==> src/rtl/operand_entry_pkg.sv <==
// Shared types and default widths for the operand entry front end of the ALU display stage.
package operand_entry_pkg;

  localparam int unsigned NBITS_OPERAND_DEFAULT          = 3;
  localparam int unsigned NBITS_OPERATION_SELECT_DEFAULT = 2;
  localparam int unsigned DEBOUNCE_CYCLES_DEFAULT        = 2;
  localparam int unsigned NBITS_COUNT_DEFAULT            = 4;
  localparam int unsigned NBITS_STATE                    = 2;

  typedef enum logic [NBITS_STATE-1:0] {
    WAIT_A = 2'd0,
    WAIT_B = 2'd1,
    WAIT_F = 2'd2,
    ISSUE  = 2'd3
  } entry_state_e;

endpackage

==> src/rtl/switch_debouncer.sv <==
// Debounces a raw key level and emits a single-cycle pulse on each accepted rising edge.
module switch_debouncer #(
  parameter int unsigned DEBOUNCE_CYCLES = 2
) (
  input  logic clk_2,
  input  logic reset,
  input  logic raw,
  output logic stable,
  output logic rise_pulse
);

  localparam int unsigned CW = (DEBOUNCE_CYCLES > 1) ? $clog2(DEBOUNCE_CYCLES) : 1;
  localparam logic [CW-1:0] CNT_LAST = CW'(DEBOUNCE_CYCLES - 1);

  logic [CW-1:0] cnt;
  logic          stable_d;

  // Count consecutive disagreeing samples; toggle the accepted level once the run is long enough.
  always_ff @(posedge clk_2) begin
    if (reset) begin
      cnt      <= '0;
      stable   <= 1'b0;
      stable_d <= 1'b0;
    end else begin
      stable_d <= stable;
      if (raw == stable) begin
        cnt <= '0;
      end else if (cnt == CNT_LAST) begin
        stable <= ~stable;
        cnt    <= '0;
      end else begin
        cnt <= cnt + CW'(1);
      end
    end
  end

  assign rise_pulse = stable & ~stable_d;

endmodule

==> src/rtl/operand_entry_fsm.sv <==
// Sequenced A/B/F entry from shared switches, handed to the ALU over a valid/ready handshake.
module operand_entry_fsm
  import operand_entry_pkg::*;
#(
  parameter int unsigned NBITS_OPERAND          = NBITS_OPERAND_DEFAULT,
  parameter int unsigned NBITS_OPERATION_SELECT = NBITS_OPERATION_SELECT_DEFAULT,
  parameter int unsigned DEBOUNCE_CYCLES        = DEBOUNCE_CYCLES_DEFAULT,
  parameter int unsigned NBITS_COUNT            = NBITS_COUNT_DEFAULT
) (
  input  logic                              clk_2,
  input  logic                              reset,
  input  logic [NBITS_OPERAND-1:0]          sw_value,
  input  logic [NBITS_OPERATION_SELECT-1:0] sw_op,
  input  logic                              enter,
  input  logic                              out_ready,
  output logic [NBITS_OPERAND-1:0]          op_a,
  output logic [NBITS_OPERAND-1:0]          op_b,
  output logic [NBITS_OPERATION_SELECT-1:0] op_f,
  output logic                              out_valid,
  output logic [NBITS_STATE-1:0]            state_code,
  output logic [NBITS_COUNT-1:0]            issue_count
);

  entry_state_e                      state, state_nxt;
  logic                              stable_enter, rise_pulse, press, handshake;
  logic [NBITS_OPERAND-1:0]          a_sh, b_sh, a_sh_nxt, b_sh_nxt, op_a_nxt, op_b_nxt;
  logic [NBITS_OPERATION_SELECT-1:0] op_f_nxt;
  logic                              out_valid_nxt;
  logic [NBITS_COUNT-1:0]            issue_count_nxt;

  switch_debouncer #(
    .DEBOUNCE_CYCLES(DEBOUNCE_CYCLES)
  ) u_enter_debouncer (
    .clk_2     (clk_2),
    .reset     (reset),
    .raw       (enter),
    .stable    (stable_enter),
    .rise_pulse(rise_pulse)
  );

  assign press      = rise_pulse & stable_enter;
  assign handshake  = (state == ISSUE) && out_ready;
  assign state_code = NBITS_STATE'(state);

  always_ff @(posedge clk_2) begin
    if (reset) state <= WAIT_A;
    else       state <= state_nxt;
  end

  // Presses advance entry; only the handshake leaves ISSUE, so a press there is dropped.
  always_comb begin
    state_nxt = state;
    unique case (state)
      WAIT_A:  if (press)     state_nxt = WAIT_B;
      WAIT_B:  if (press)     state_nxt = WAIT_F;
      WAIT_F:  if (press)     state_nxt = ISSUE;
      ISSUE:   if (handshake) state_nxt = WAIT_A;
      default:                state_nxt = WAIT_A;
    endcase
  end

  always_comb begin
    a_sh_nxt        = a_sh;
    b_sh_nxt        = b_sh;
    op_a_nxt        = op_a;
    op_b_nxt        = op_b;
    op_f_nxt        = op_f;
    out_valid_nxt   = out_valid;
    issue_count_nxt = issue_count;
    unique case (state)
      WAIT_A: if (press) a_sh_nxt = sw_value;
      WAIT_B: if (press) b_sh_nxt = sw_value;
      WAIT_F: begin
        if (press) begin
          op_a_nxt      = a_sh;
          op_b_nxt      = b_sh;
          op_f_nxt      = sw_op;
          out_valid_nxt = 1'b1;
        end
      end
      ISSUE: begin
        if (handshake) begin
          out_valid_nxt   = 1'b0;
          issue_count_nxt = issue_count + NBITS_COUNT'(1);
        end
      end
      default: ;
    endcase
  end

  // Operand outputs persist after the handshake so the last result stays on display.
  always_ff @(posedge clk_2) begin
    if (reset) begin
      a_sh        <= '0;
      b_sh        <= '0;
      op_a        <= '0;
      op_b        <= '0;
      op_f        <= '0;
      out_valid   <= 1'b0;
      issue_count <= '0;
    end else begin
      a_sh        <= a_sh_nxt;
      b_sh        <= b_sh_nxt;
      op_a        <= op_a_nxt;
      op_b        <= op_b_nxt;
      op_f        <= op_f_nxt;
      out_valid   <= out_valid_nxt;
      issue_count <= issue_count_nxt;
    end
  end

endmodule

==> config.mk <==
export PLATFORM = sky130hd
export DESIGN_NAME = operand_entry_fsm
export DESIGN_NICKNAME = d
export VERILOG_FILES = /design/src/rtl/operand_entry_pkg.sv /design/src/rtl/switch_debouncer.sv /design/src/rtl/operand_entry_fsm.sv
export SDC_FILE = /design/constraint.sdc
export NUM_CORES = 1
export LEC_CHECK = 0
export CAP_MARGIN = 15
export CELL_PAD_IN_SITES_DETAIL_PLACEMENT = 0
export CELL_PAD_IN_SITES_GLOBAL_PLACEMENT = 2
export CORE_MARGIN = 2
export CORE_UTILIZATION = 28
export CTS_CLUSTER_SIZE = 28
export DETAILED_ROUTE_END_ITERATION = 8
export MAX_ROUTING_LAYER = met4
export PLACE_DENSITY_LB_ADDON = 0.1
export SKIP_LAST_GASP = 1
export SLEW_MARGIN = 25
export SYNTH_ARGS = -nofsm -noshare
export SYNTH_HDL_FRONTEND = slang
export SYNTH_SLANG_ARGS = --single-unit
==> constraint.sdc <==
create_clock -name clk_2 -period 1.8 [get_ports clk_2]
set_input_delay 0.36 -clock clk_2 [delete_from_list [all_inputs] [get_ports clk_2]]
set_output_delay 0.36 -clock clk_2 [all_outputs]
set_load 0.01 [all_outputs]
# After elaboration in Yosys (flattened, before gate mapping)
# Index checks and enable logic that the tools add are counted.
[op_classes]
n_addsub = 2
n_eq_ne = 8
muxes = 8
bitwise_logic = 5
reduce_logical = 11
[ops]
columns = ["operator", "n"]
rows = [
  ["AND reduction 2 bit", 5],
  ["two-way mux 2 bit", 4],
  ["inequality test 2 bit, second input constant", 4],
  ["case mux 2 bit (4 select lines)", 1],
  ["adder 4 x 1 -> 4 bit, second input constant", 1],
  ["equality test 2 bit, second input constant", 2],
  ["AND reduction 4 bit", 1],
  ["inverter 1 bit", 3],
  ["AND reduction 3 bit", 1],
  ["OR reduction 3 bit", 1],
  ["AND 1 bit", 2],
  ["equality test 2 x 1 -> 1 bit, second input constant", 1],
  ["zero test 2 bit", 1],
  ["two-way mux 1 bit", 2],
  ["case mux 1 bit (2 select lines)", 1],
  ["nonzero test 2 bit", 1],
  ["adder 1 bit, second input constant", 1],
  ["equality test 1 bit", 1],
  ["logical AND 1 bit", 1],
]
[word_totals]
register_bits = 24
input_bits = 9
output_inout_bits = 15
word_cells = 45

# Depth between registers and ports, before layout
[logic_depth]
ltp_word = 5
mapped_depth = 6
mapped_depth_nobuf = 5

# Hierarchy
# From an unflattened synthesis, not the netlist that was laid out.
[hier_totals]
cells_unflattened = 103
hier_area_um2 = 1029.7
[modules_own_cells]
columns = ["mod", "n_inst", "cells_per_inst", "area_per_inst_um2", "seq_area_each_um2"]
rows = [
  ["operand_entry_fsm", 1, 94, 924.6, 420.4],
  ["switch_debouncer", 1, 9, 105.1, 60.1],
]

# Least setup slack after synthesis
# No wires, ideal clock.
[synth_path]
path_type = "reg-to-reg"
startpoint = "reg state[0] (netlist: state_code[0])"
endpoint = "reg state[1] (netlist: state_code[1])"
setup_time_ns = 0.079
t_arrival_ns = 1.285
required_ns = 1.721
slack_ns = 0.436
stages_incl_launch_ff = 7
n_path_buf = 1
synth_period_minus_slack_ns = 1.364
path_cell_list = "dfxtp_1 -> inv_1 -> ha_1 -> buf_1 -> nor3_1 -> nand3_1 -> o211ai_1"
[synth_between]
elab_chain_cells = 4
elab_cells_between_ends = 11
classes_between = "7 x eq/ne; 1 x mux; 3 x reduce/logical"
[synth_rtl]
columns = ["element", "line", "rtl"]
rows = [
  ["from (decl)", "operand_entry_fsm.sv:24", "entry_state_e state, state_nxt;"],
  ["from (signal assigned)", "operand_entry_fsm.sv:47", "else state <= state_nxt;"],
  ["equality test 2 bit", "operand_entry_fsm.sv:42, operand_entry_fsm.sv:53", ""],
  ["logical AND 1 bit", "operand_entry_fsm.sv:42", "assign handshake = (state == ISSUE) && out_ready;"],
  ["inequality test 2 bit (no source line)", "-", ""],
  ["AND reduction 4 bit (no source line)", "-", ""],
]
# Parallel ways exist; a longest one is shown, timed or not.
# A chain may end at the register's enable or synchronous reset.

# Final worst setup path
[layout_path]
startpoint = "reg issue_count[0]"
endpoint = "out issue_count[0]"
[layout_rtl]
columns = ["element", "line", "rtl"]
rows = [
  ["from (decl)", "operand_entry_fsm.sv:21", "output logic [NBITS_COUNT-1:0] issue_count"],
  ["from (signal assigned)", "operand_entry_fsm.sv:108", "issue_count <= issue_count_nxt;"],
]
# No word-level cell between the ends.

==> flow_metrics.tcl <==
set metrics [dict create \
    io_pins 24 \
    number_of_flops_mapped_to_enable_cells_by_yosys 0 \
    yosys.area_share.simple_pct 25.4 \
    htree_levels 1 \
    yosysWarnings 0 \
    combinationalPowerShare_pct 7.9 \
    grt_pass1_wl_mm 4.13 \
    synthDominantCellAreaShare_pct 46.5 \
    slew_at_the_pin_with_the_worst_max_slew_slack_ns 0.372 \
    netlist_top_cells_area "sky130_fd_sc_hd__dfxtp_1 (46%), sky130_fd_sc_hd__a21oi_1 (9.2%), sky130_fd_sc_hd__nand3_1 (8.7%), sky130_fd_sc_hd__nand2_1 (6.2%), sky130_fd_sc_hd__ha_1 (6.1%)" \
    yosys.cell_types.count 26 \
    crit_fanout 4 \
    globalRouteTotalUtil_pct 13.0 \
    finalMaxSlewViolations 0 \
    outcome "complete, no violations" \
    synth-seq-cells 24 \
    syn-instance-count 119 \
    powerDensity_nw_per_um2 793 \
    final.period_utilization_pct 89.2 \
    ys_async_sr_fraction_pct 0 \
    drt-total-wl_mm 2.30 \
    synth_xor_area_share_pct 2.54 \
    seq_power_share_pct 49.6 \
    cts.reportedPaths.clkPinSlew_ns 0.09 \
    fin_skew_ns 0.00448 \
    timing.critical_path.from_type "flop" \
    dieHeight_um 64.8 \
    muxShareOfSynthArea_pct 0.969 \
    fp.coreArea_um2 3610 \
    starting_density_of_the_core_pct 28.7 \
    drt_drc_violations_left 0 \
    post-route-min-period_ns 1.61 \
    grt_start_max_net_pins 15 \
    multiInputGateArea_um2 499 \
    maxCapViolCount 0 \
    drive_above_1_share_pct 8.28 \
    synthesis.area_um2 1030 \
    synth_top_cells_by_count "sky130_fd_sc_hd__dfxtp_1 (24), sky130_fd_sc_hd__a21oi_1 (19), sky130_fd_sc_hd__nand3_1 (18)" \
    routabilityCongestion 0.732 \
    post_synth.cell_area_avg_um2 8.68 \
    clock_power_share_pct 42.5 \
    worstPathCellList "clkdlybuf4s50_1" \
    synth_compound_area_share_pct 13.3 \
    synth_flop_cell "sky130_fd_sc_hd__dfxtp_1" \
    critPathKind "flop to output pin" \
    relSlewSlack_pct 75.2 \
    worstHoldPathType "flop to flop" \
    synth_adder_area_share_pct 6.05 \
    cts_sinks 24 \
    vias_in_the_first_global_route 901 \
    hpwlAfterDp_mm 1.73 \
    clk_path_buf_depth 2 \
    setup.worst_path.end_class "output pin" \
    drt_iter0_markers 18 \
    worst-path-buf-inv 1 \
    die_w_um 64.8 \
    timing.setup.tns_ns 0 \
    post_drt_via_cell_ratio 4.63 \
    main_combinational_cell_family_by_area_after_synthesis "simple AND/OR/NAND/NOR gates" \
    clock_latency_ns 0.27 \
    final-hold-violation-count 0 \
    num-fill-cells 374 \
    ir_worst_vdd_mv 0.568 \
    fin_nets 160 \
    post_cts_buffers 0 \
    req_time_crit_path_ns 1.44 \
    max_clock_freq_mhz 623 \
    postCtsHoldBufs 0 \
    tritoncts "done" \
    setup_viol 0 \
    yosysTopAreaCell "sky130_fd_sc_hd__dfxtp_1" \
    number_of_diodes_added_for_antenna_fixing 0 \
    worst-endpoint-arrival_ns 1.25 \
    synthToLayoutAreaGrowth_pct 35.2 \
    intPower_w 0.000880 \
    synth.yosys.seq_area_share_pct 46.5 \
    post-synth-top-count-cell "sky130_fd_sc_hd__dfxtp_1" \
    switchingPower_w 0.000228 \
    floorplan_row_count 22 \
    initial_antenna_violation_count 0 \
    num_vias 893 \
    regArea_um2 480 \
    synthesis.nets 133 \
    p_leak_nw 0.464 \
    cts_made_buffers 3 \
    cts-resized-gates 0 \
    die-area_um2 4190 \
    wl_per_cell_um 11.9 \
    cpMaxStageDelayCell "sky130_fd_sc_hd__clkdlybuf4s50_1" \
    delay_heaviest_family_cp "buffers and inverters" \
    cts.root.buffer_cell "sky130_fd_sc_hd__clkbuf_8" \
    final_design_area_no_fill_um2 1400 \
    drt.antenna.violating_nets 0 \
    dr.pass1.iters 4 \
    placement.cell_area_um2 1330 \
    global_route.overflow_total 0 \
    power.switching_fraction_pct 20.6 \
    timing.critical_path.slowest_cell_delay_ns 0.56 \
    rsz0062_at_grt "no" \
    number_of_buffers_inserted_by_port_buffering 23 \
]
kinds of logic after synthesis:
logic type / count (synthesis)
AO/OA/AOI/OAI: 24
buffers and inverters: 10
adder cells (fa/ha/maj): 5
flip-flops: 24
multiplexers: 1
AND/OR/NAND/NOR: 52
XOR/XNOR: 3
worst register-to-register path, stage by stage, from the launching register on:
cell and delay (ns):
sky130_fd_sc_hd__dfxtp_1 0.41, sky130_fd_sc_hd__inv_1 0.09, sky130_fd_sc_hd__ha_1 0.23, sky130_fd_sc_hd__buf_4 0.17, sky130_fd_sc_hd__nor3_1 0.21, sky130_fd_sc_hd__nand3_1 0.11
sky130_fd_sc_hd__o211ai_1 0.10
final timing paths:
check | slack, ns | cells past startpoint | to | from
setup / recovery | 0.19 | 1 | issue_count[0] | issue_count[0]
hold / removal | 0.46 | 2 | op_b[2] | op_b[2]
setup reg to reg | 0.41 | 6 | state_code[1] | state_code[0]
hold reg to reg | 0.46 | 2 | op_b[2] | op_b[2]
metal layers:
metal / routed length [um] / GRT usage, % / vias up
met1: 1130 / 16.7 / 408
li1: - / - / 463
met2: 1050 / 20.0 / 20
met4: 19 / 3.19 / 0
met5: 0 / - / -
met3: 95 / 3.82 / 2
layout by cell type, fill, tap and decap left out, types with 3 or more instances in the layout:
master,n
sky130_fd_sc_hd__nand2_1,17
sky130_fd_sc_hd__a21oi_1,19
sky130_fd_sc_hd__buf_4,6
sky130_fd_sc_hd__nand3b_1,3
sky130_fd_sc_hd__ha_1,5
sky130_fd_sc_hd__clkbuf_8,3
sky130_fd_sc_hd__nor2_1,4
sky130_fd_sc_hd__dfxtp_1,24
sky130_fd_sc_hd__nand3_1,18
sky130_fd_sc_hd__clkdlybuf4s50_1,23
sky130_fd_sc_hd__inv_1,3
power groups by stage:
stage          registers [W]   logic, W  clock network (W)
2_1_floorplan       0.000559  0.0000528                  0
4_1_cts             0.000550  0.0000888           0.000491
3_3_place_gp        0.000562  0.0000879                  0
3_5_place_dp        0.000563  0.0000884                  0
6_report            0.000550  0.0000877           0.000471
5_1_grt             0.000552  0.0000986           0.000506
area by class of cell:
cell class,count,share of cell area (%)
well taps,48,4.30
inverters,3,0.806
clock inverters,1,2.15
multi-input cells,85,35.7
repair buffers,29,19.7
clock buffers,3,2.95
flip-flops and latches,24,34.4
through the flow:
step	hold slack [ns]	instances	total power (W)	setup slack, ns	util, %
floorplan	0.420	119	0.000612	0.436	-
global placement	0.427	189	0.000650	0.277	36.8
detailed placement	0.447	189	0.000651	0.250	36.8
CTS	0.459	193	0.00113	0.174	38.8
global route	0.476	193	0.00116	0.124	38.8
finish	0.456	193	0.00111	0.195	38.8
sequential cells by signal (all words and copies together), names as in the netlist:
name	flops
u_enter_debouncer.stable	1
a_sh	3
op_b	3
issue_count	4
out_valid	1
op_f	2
u_enter_debouncer.cnt	1
state_code	2
u_enter_debouncer.stable_d	1
op_a	3
b_sh	3
Note: power is estimated with default switching activity, not from simulation.
==> RTL change, RTL diff (same settings) <==
The package constant `DEBOUNCE_CYCLES_DEFAULT` goes from 2 to 1.
--- a/src/rtl/operand_entry_pkg.sv
+++ b/src/rtl/operand_entry_pkg.sv
@@ -5,3 +5,3 @@
   localparam int unsigned NBITS_OPERATION_SELECT_DEFAULT = 2;
-  localparam int unsigned DEBOUNCE_CYCLES_DEFAULT        = 2;
+  localparam int unsigned DEBOUNCE_CYCLES_DEFAULT        = 1;
   localparam int unsigned NBITS_COUNT_DEFAULT            = 4;
Function: changed (a bounded check fails within 4 cycles, from zero or initial values and one cycle with reset high).
==> RTL change against the original RTL <==
  * Sequential cell count is the same
  * Sequential share of layout area grew 1.4 points
  * Wire length shrank 1.5%
  * Worst hold slack gained 0.0050 ns
  * Final cell count shrank 2.6%
  * Final area shrank 3.8%
  * Synthesized area shrank 0.97%
  * Die area shrank 0.91%
  * Worst setup slack lost 0.084 ns
  * Critical path type unchanged
  * Total power shrank 15%
==> RTL change: results (changes against the original RTL) <==
<table>
<tr><th>Metric</th><th>Value</th></tr>
<tr><th colspan="2">Run status</th></tr>
<tr><td>Result of the run</td><td>completed</td></tr>
<tr><th colspan="2">Critical path</th></tr>
<tr><td>Signal arrival time at the worst endpoint</td><td>1.33 ns (+0.08 ns)</td></tr>
<tr><td>Peak fanout along the critical path</td><td>5 (+1)</td></tr>
<tr><th colspan="2">Place</th></tr>
<tr><td>Final HPWL from detailed placement</td><td>1670 microns (-3.2%)</td></tr>
<tr><td>DP Worst Slack</td><td>0.187 ns (-0.0625 ns)</td></tr>
<tr><td>Routability Congestion</td><td>0.736 (+0.51%)</td></tr>
<tr><th colspan="2">Global routing</th></tr>
<tr><td>Wire length of the first global-routing pass</td><td>3810 microns (-7.9%)</td></tr>
<tr><td>Met3 usage</td><td>0.0226 (-0.0156)</td></tr>
<tr><td>Pin count of the biggest net entering global routing</td><td>18 (+3)</td></tr>
<tr><td>Met2 demand-to-capacity share in global routing</td><td>0.182 (-0.0175)</td></tr>
<tr><td>Met1 Usage GRT</td><td>0.162 (-0.00503)</td></tr>
<tr><td>Total GRT Usage</td><td>0.121 (-0.00828)</td></tr>
<tr><th colspan="2">Detailed routing</th></tr>
<tr><td>Total via count in the routed design</td><td>868 (-2.8%)</td></tr>
<tr><td>Starting DRT DRC Count</td><td>34 (+16)</td></tr>
<tr><td>Wire length per cell</td><td>12.0 microns (+1.1%)</td></tr>
<tr><th colspan="2">Layout</th></tr>
<tr><td>Number of nets in the finished design</td><td>157 (-1.9%)</td></tr>
<tr><td>Number of standard cells in the final layout excluding fillers</td><td>188 (-2.6%)</td></tr>
<tr><td>Filler instances</td><td>375 (+0.27%)</td></tr>
<tr><th colspan="2">Timing</th></tr>
<tr><td>Clk_skew</td><td>0.000786 ns (-0.00370 ns)</td></tr>
<tr><th colspan="2">Pwr</th></tr>
<tr><td>Worst IR Drop VDD</td><td>0.000235 V (-59%)</td></tr>
<tr><td>Leakage dissipation</td><td>0.000456 uW (-1.9%)</td></tr>
<tr><th colspan="2">Logic synthesis</th></tr>
<tr><td>Sequential share of the synthesized area</td><td>0.469 (+0.00455)</td></tr>
<tr><td>Ranking of synthesized cells by instance count</td><td>24 x dfxtp_1, 18 x a21oi_1, 18 x nand3_1</td></tr>
<tr><td>Distinct cells, synth</td><td>25 (-3.8%)</td></tr>
<tr><td>Cells after Synth</td><td>116 (-2.5%)</td></tr>
<tr><td>Number of nets produced by synthesis</td><td>130 (-2.3%)</td></tr>
<tr><th colspan="2">Clocking</th></tr>
<tr><td>CTS root buffer</td><td>clkbuf_4</td></tr>
<tr><td>Skew-Pair Late Insertion Delay</td><td>0.31 ns (+0.04 ns)</td></tr>
</table>
[RTL change: path summary, 6_finish.rpt]
path | endpoint | cells past startpoint | slack [ns] | startpoint
hold reg to reg | op_a[2]$_SDFFE_PP0P_ | 2 | 0.46 | op_a[2]$_SDFFE_PP0P_
setup reg to reg | issue_count[3]$_SDFFE_PP0P_ | 4 | 0.38 | state_code[0]$_SDFFE_PP0P_
hold / removal | op_a[2]$_SDFFE_PP0P_ | 2 | 0.46 | op_a[2]$_SDFFE_PP0P_
setup / recovery | state_code[0] | 1 | 0.11 | state_code[0]$_SDFFE_PP0P_
[RTL change: per-stage QoR]
stage	util	area (sq um)
4_1_cts	0.393	1340
2_1_floorplan	-	1020
6_report	0.393	1340
5_1_grt	0.393	1340
3_5_place_dp	0.383	1310
3_3_place_gp	0.383	1310
[RTL change: final cells by class]
cell class	instances	share of cell area
Multi-Input combinational cell	84	0.371
Sequential cell	24	0.358
Timing Repair Buffer	27	0.194
Tap cell	46	0.0428
Clock buffer	4	0.0270
Inverter	3	0.00838
[RTL change: per-layer routing]
layer,vias to the layer above,wire length [microns]
met3,2,74
met4,0,19
met2,12,1080
li1,451,-
met1,403,1090
met5,-,0
[RTL change: worst register-to-register path, delay by kind of cell (launching register included)]
kind            cells  cell delay (ns)
compound gates      1             0.14
fa+ha+maj           1             0.31
simple gates        2             0.47
flops               1             0.45
[RTL change: cell families (layout without fill, tap and decap cells)]
logic type,Yosys count,after routing,share of synthesized area
AOI/OAI and AO/OA,24,24,0.143
xor gates and xnor gates,2,2,0.0171
adders and majority gates,5,5,0.0611
buffers and inverters,8,34,0.0440
DFF,24,24,0.469
muxes,1,1,0.00978
other,1,1,0.00366
and+or+nand+nor,51,51,0.252
[RTL change: where the power goes]
part	switching (uW)	internal, uW
clock	164	124
combinational	54.6	48.9
sequential	11.1	543
